## src/rtl/demo_load_sequencer.sv

```systemverilog
// -----------------------------------------------------------------------------
// demo_load_sequencer
//
// Bring-up sequencer for the FPGA demo of tt_um_tiny_processor. One run:
// hold the core in reset, release it, command the SPI program driver to
// load, wait for the driver's done, hand the core's serial input over from
// the driver's mosi_out to the external miso, then let the core run.
// A load that never completes ends in a sticky ERROR state.
//
// Optional feature: define DEMO_SEQ_AUTOSTART_EN to leave IDLE on its own
// right after reset (ERROR still waits for a start edge).
//
// Parameters:
//   RST_CYCLES    cycles core_rst_n is held low, and again held high before load
//   SETTLE_CYCLES cycles between bus handover and running
//   LOAD_TIMEOUT  maximum cycles spent in LOAD waiting for the driver's done
//
// Ports:
//   clk         in  system clock (same domain as the driver)
//   rst         in  synchronous active-high reset
//   start       in  start request; only its rising edge is used
//   drv_done    in  driver done_out; only its rising edge is used
//   drv_start   out driver drive command, a level held during LOAD
//   core_rst_n  out core reset, active low
//   sel_dev     out uio_in[4] source: 0 = driver mosi_out, 1 = miso
//   busy        out a sequence is in progress
//   running     out core released and executing
//   error       out load timed out (sticky until the next start edge)
//   state       out FSM state encoding, for LEDs
// -----------------------------------------------------------------------------
module demo_load_sequencer #(
   parameter int RST_CYCLES    = 10,
   parameter int SETTLE_CYCLES = 4,
   parameter int LOAD_TIMEOUT  = 65535
) (
   input  logic       clk,
   input  logic       rst,
   input  logic       start,
   input  logic       drv_done,
   output logic       drv_start,
   output logic       core_rst_n,
   output logic       sel_dev,
   output logic       busy,
   output logic       running,
   output logic       error,
   output logic [2:0] state
);

   typedef enum logic [2:0] {
      ST_IDLE     = 3'd0,
      ST_HOLD_RST = 3'd1,
      ST_RELEASE  = 3'd2,
      ST_LOAD     = 3'd3,
      ST_HANDOVER = 3'd4,
      ST_RUN      = 3'd5,
      ST_ERROR    = 3'd6
   } state_t;

   // One shared down-counter covers the longest timed state.
   localparam int MAX_RS  = (RST_CYCLES > SETTLE_CYCLES) ? RST_CYCLES : SETTLE_CYCLES;
   localparam int MAX_CYC = (MAX_RS > LOAD_TIMEOUT) ? MAX_RS : LOAD_TIMEOUT;
   localparam int CNT_W   = $clog2(MAX_CYC + 1);

   // The counter is loaded with N-1 on entry and the state exits when it
   // reads zero, so the state lasts exactly N cycles.
   localparam logic [CNT_W-1:0] CNT_ZERO    = {CNT_W{1'b0}};
   localparam logic [CNT_W-1:0] CNT_ONE     = CNT_W'(1);
   localparam logic [CNT_W-1:0] RST_LOAD    = CNT_W'(RST_CYCLES - 1);
   localparam logic [CNT_W-1:0] SETTLE_LOAD = CNT_W'(SETTLE_CYCLES - 1);
   localparam logic [CNT_W-1:0] TO_LOAD     = CNT_W'(LOAD_TIMEOUT - 1);

   state_t           state_r;
   state_t           next_state_s;
   logic [CNT_W-1:0] cnt_r;
   logic [CNT_W-1:0] cnt_next_s;
   logic             start_q;
   logic             drv_done_q;
   logic             start_edge_r;
   logic             done_edge_r;
   logic             start_ok_s;
   logic             drv_start_s;
   logic             core_rst_n_s;
   logic             sel_dev_s;
   logic             busy_s;
   logic             running_s;
   logic             error_s;

   // Start edges are only meaningful in the states that accept them; an edge
   // seen while busy is dropped here rather than carried into the next state.
   always_comb begin
      start_ok_s = 1'b0;
      case (state_r)
         ST_IDLE, ST_RUN, ST_ERROR: start_ok_s = 1'b1;
         default:                   start_ok_s = 1'b0;
      endcase
   end

   // Next-state decision from the registered edge pulses and the counter.
   always_comb begin
      next_state_s = state_r;
      case (state_r)
         ST_IDLE: begin
`ifdef DEMO_SEQ_AUTOSTART_EN
            next_state_s = ST_HOLD_RST;
`else
            if (start_edge_r) begin
               next_state_s = ST_HOLD_RST;
            end else begin
               next_state_s = ST_IDLE;
            end
`endif
         end
         ST_HOLD_RST: begin
            if (cnt_r == CNT_ZERO) begin
               next_state_s = ST_RELEASE;
            end else begin
               next_state_s = ST_HOLD_RST;
            end
         end
         ST_RELEASE: begin
            if (cnt_r == CNT_ZERO) begin
               next_state_s = ST_LOAD;
            end else begin
               next_state_s = ST_RELEASE;
            end
         end
         ST_LOAD: begin
            // A done edge beats a timeout expiring in the same cycle.
            if (done_edge_r) begin
               next_state_s = ST_HANDOVER;
            end else if (cnt_r == CNT_ZERO) begin
               next_state_s = ST_ERROR;
            end else begin
               next_state_s = ST_LOAD;
            end
         end
         ST_HANDOVER: begin
            if (cnt_r == CNT_ZERO) begin
               next_state_s = ST_RUN;
            end else begin
               next_state_s = ST_HANDOVER;
            end
         end
         ST_RUN, ST_ERROR: begin
            if (start_edge_r) begin
               next_state_s = ST_HOLD_RST;
            end else begin
               next_state_s = state_r;
            end
         end
         default: next_state_s = ST_IDLE;
      endcase
   end

   // Counter: reload on every state change, otherwise count down and stick at zero.
   always_comb begin
      cnt_next_s = CNT_ZERO;
      if (next_state_s != state_r) begin
         case (next_state_s)
            ST_HOLD_RST, ST_RELEASE: cnt_next_s = RST_LOAD;
            ST_LOAD:                 cnt_next_s = TO_LOAD;
            ST_HANDOVER:             cnt_next_s = SETTLE_LOAD;
            default:                 cnt_next_s = CNT_ZERO;
         endcase
      end else if (cnt_r != CNT_ZERO) begin
         cnt_next_s = cnt_r - CNT_ONE;
      end else begin
         cnt_next_s = CNT_ZERO;
      end
   end

   // Output decode from the next state, so registered outputs move with state.
   always_comb begin
      drv_start_s  = 1'b0;
      core_rst_n_s = 1'b0;
      sel_dev_s    = 1'b0;
      busy_s       = 1'b0;
      running_s    = 1'b0;
      error_s      = 1'b0;
      case (next_state_s)
         ST_IDLE: begin
            core_rst_n_s = 1'b0;
         end
         ST_HOLD_RST: begin
            busy_s = 1'b1;
         end
         ST_RELEASE: begin
            core_rst_n_s = 1'b1;
            busy_s       = 1'b1;
         end
         ST_LOAD: begin
            core_rst_n_s = 1'b1;
            drv_start_s  = 1'b1;
            busy_s       = 1'b1;
         end
         ST_HANDOVER: begin
            core_rst_n_s = 1'b1;
            sel_dev_s    = 1'b1;
            busy_s       = 1'b1;
         end
         ST_RUN: begin
            core_rst_n_s = 1'b1;
            sel_dev_s    = 1'b1;
            running_s    = 1'b1;
         end
         ST_ERROR: begin
            error_s = 1'b1;
         end
         default: begin
            core_rst_n_s = 1'b0;
         end
      endcase
   end

   // State, counter, edge detectors and registered outputs.
   always_ff @(posedge clk) begin
      if (rst) begin
         state_r      <= ST_IDLE;
         cnt_r        <= CNT_ZERO;
         start_q      <= 1'b0;
         drv_done_q   <= 1'b0;
         start_edge_r <= 1'b0;
         done_edge_r  <= 1'b0;
         state        <= 3'd0;
         drv_start    <= 1'b0;
         core_rst_n   <= 1'b0;
         sel_dev      <= 1'b0;
         busy         <= 1'b0;
         running      <= 1'b0;
         error        <= 1'b0;
      end else begin
         state_r      <= next_state_s;
         cnt_r        <= cnt_next_s;
         start_q      <= start;
         drv_done_q   <= drv_done;
         start_edge_r <= start & ~start_q & start_ok_s;
         // Done only counts as a rising edge seen while already in LOAD, so
         // a done that was high before LOAD is never mistaken for one.
         done_edge_r  <= drv_done & ~drv_done_q & (state_r == ST_LOAD);
         state        <= next_state_s;
         drv_start    <= drv_start_s;
         core_rst_n   <= core_rst_n_s;
         sel_dev      <= sel_dev_s;
         busy         <= busy_s;
         running      <= running_s;
         error        <= error_s;
      end
   end

endmodule

```

## config.mk

```make
export PLATFORM = sky130hd
export DESIGN_NAME = demo_load_sequencer
export DESIGN_NICKNAME = d
export VERILOG_FILES = /design/src/rtl/demo_load_sequencer.sv
export SDC_FILE = /design/constraint.sdc
export NUM_CORES = 1
export LEC_CHECK = 0
export ABC_AREA = 1
export BUFFER_PORTS_ARGS = -buffer_cell sky130_fd_sc_hd__buf_2
export CORE_AREA = 2 2 52 64
export DETAILED_ROUTE_END_ITERATION = 8
export DIE_AREA = 0 0 54 66
export GPL_TIMING_DRIVEN = 0
export HOLD_SLACK_MARGIN = 0.08
export MAX_ROUTING_LAYER = met4
export PLACE_DENSITY_LB_ADDON = 0.15
export SYNTH_ARGS = -nofsm -noshare
export SYNTH_HDL_FRONTEND = slang
export SYNTH_SLANG_ARGS = --single-unit
```

## constraint.sdc

```tcl
create_clock -name clk -period 2.5 [get_ports clk]
set_input_delay 0.625 -clock clk [delete_from_list [all_inputs] [get_ports clk]]
set_output_delay 0.625 -clock clk [all_outputs]
set_load 0.01 [all_outputs]
```

==> impl_metrics.ini <==
[outcome]
outcome = completed

[critical_path]
critPathArrivalTime_ps = 2210
start_kind = flip-flop
crit_fanout = 9
path_class = reg -> reg
cp.required_ps = 2740
reg2reg_slack_ps = 520
crit_path_end_kind = flip-flop
rr_worst_depth = 11

[clocking]
cts_tree = yes
cts_num_sinks = 29
cts_buffers = 5
cts_setup_buffers = 0
cts_max_level = 2
hold_buffers = 0
clk_latency_ps = 340
ctsResizeCount = 0
clk_transition_reported_paths_ps = 100
root_buffer = clkbuf_4
clk_path_buf_depth = 2

[die]
start_util_pct = 57.70
die_area_um2 = 3564
die_h_um = 66
core.rowCount = 22
die_w_um = 54
fp.coreArea_um2 = 2973
io_pins = 13

[synth]
ys_warn_count = 0
syn-instance-count = 239
yosysMostFrequentCell = nor2_1
synth_area_leaders = dfxtp_1 34%, nor2_1 9.8%, nand2_1 8.8%, nand3_2 7.0%, a21oi_2 5.1%
synth_top_area_share_pct = 33.84
synth_area_um2 = 1715
synth_edf_count = 0
synth_area_per_cell_um2 = 7.177
synth_fp_nets = 245
ys_ff_latch = 29
synthTopCellsByCount = 45 x nor2_1, 40 x nand2_1, 29 x dfxtp_1
ys.flop_type = dfxtp_1
synth-seq-area-share_pct = 33.84
yosys.cell_types.count = 31
synth_top_area_cell = dfxtp_1
async_flop_share_pct = 0

[place]
port_buffers = 11
dp_cells = 286
gp_congestion = 0.8715
dp_hpwl_um = 2740
placed_cell_area_um2 = 1815

[sta]
slew_viol_final = 0
relSlewSlack_pct = 57.19
fmax_ghz = 0.5060
setup_viol = 0
min_period_ps = 1976
fin_crit_sh_pct = 79.05
fin_tns_setup_ps = 0
skew_ps = 7.137
rsz0062_at_grt = false
hold_viol = 0
tightest_slew_ps = 642.2

[routing]
drc = 0
detail_route.wl_per_cell_um = 12.37
first_pass_iters = 4
drtIter0Drc = 30
drt-vias-per-instance = 5.099
finalWirelength_um = 3638
vias = 1499
drtAntennaViolNets = 0

[layout]
drive_above_1_share_pct = 25.58
multi_input_comb_area_um2 = 989.7
design_area_um2 = 1904
seq_area_um2 = 580.6
fin_nets = 263
area_growth_pct = 11.01
diodes = 0
fin_cells = 294
fillers = 270

[pwr]
p_switching_mw = 1.151
p_seq_share_pct = 26.1
p_leak_nw = 0.9017
p_comb_share_pct = 57.6
peakVddDrop_mv = 0.8169
p_int_mw = 1.389
power.density_nw_per_um2 = 1334
clkPwrFrac_pct = 16.3
swShare_pct = 45.32

[global_route]
grt_first_pass_wirelength_um = 6389
track_usage_pct = 25.88
grt_max_degree = 11
grt_overflow_total = 0
antenna_found_initial = 0
grt_pass1_vias = 1492

[hold_path]
hold_path.class = reg -> reg
whs_path_depth = 1

[job]
maxCapViolCount = 0
[flip-flops by register name, indices dropped and copies added, names as in the netlist]
signal	flops
drv_start	1
sel_dev	1
done_edge_r	1
state_r	3
drv_done_q	1
cnt_r	16
running	1
start_edge_r	1
busy	1
error	1
core_rst_n	1
start_q	1
[final timing paths]
path	startpoint	end
worst max-delay path	cnt_r[0]$_SDFF_PP0_	cnt_r[0]$_SDFF_PP0_
worst min register to register	start_q$_SDFF_PP0_	start_edge_r$_SDFF_PP0_
worst max register to register	cnt_r[0]$_SDFF_PP0_	cnt_r[0]$_SDFF_PP0_
worst min-delay path	start_q$_SDFF_PP0_	start_edge_r$_SDFF_PP0_
[routing by layer]
layer  track usage [%]  routed length (um)  vias up
met3             7.466                  98       13
met2             41.92                1821       24
met5                 -                   0        -
met1             27.86                1574      665
met4             14.06                 144        0
li1                  -                   -      797
[layout by cell type (no fill, tap or decap), drive strengths merged]
cell      count
clkbuf        9
inv          26
clkinvlp      1
bufinv        1
xor2          5
nor2         54
a21oi        17
ha            2
o21ai         6
a21o          1
a31oi         1
buf          14
nand2        48
and2          1
dfxtp        29
clkinv        1
nand3        29
nor4          3
or2           1
nand4         1
xnor2         4
and3          1
nor3          3
[metrics by stage]
step / utilization, % / setup slack [ps] / hold WS [ps] / power [mW]
detailed placement: 61.07 / 564.2 / 370.8 / 2.128
global route: 64.06 / 380.0 / 413.5 / 2.791
global placement: 61.07 / 573.0 / 369.5 / 2.113
finish: 64.06 / 523.8 / 384.2 / 2.540
floorplan: - / 838.6 / 366.5 / 1.887
CTS: 64.06 / 539.0 / 386.6 / 2.556
[cell type report]
type,instances,area share (%)
multi-input cells,177,51.97
flip-flops and latches,29,30.49
inverters,27,5.322
repair buffers,11,2.891
clock buffers,6,2.694
well taps,36,2.365
plain buffers,6,2.300
clock inverters,2,1.971
[logic make-up after synthesis]
kind of cell | share of synthesized area [%]
AO/OA/AOI/OAI | 9.701
XOR/XNOR | 4.595
adder cells (fa/ha/maj) | 1.459
buffers and inverters | 8.460
flip-flops | 33.84
AND/OR/NAND/NOR | 41.94
[worst max-delay path: stages, from the launching register on]
cell and delay (ps):
dfxtp_1 330, inv_1 130, ha_1 200, nand2_1 90
nor2_4 150, nand2_4 110, o21ai_1 210, nand2_1 170
nand3_1 140, nand3_1 100, nor2_1 190, nor2_1 60
[power by group through the flow]
stage / Combinational [mW] / Clock (mW) / Sequential (mW)
detailed placement: 1.46 / 0 / 0.671
CTS: 1.47 / 0.424 / 0.662
finish: 1.46 / 0.415 / 0.662
floorplan: 1.23 / 0 / 0.660
global route: 1.67 / 0.443 / 0.679
global placement: 1.44 / 0 / 0.671
(Power assumes the default switching activity.)
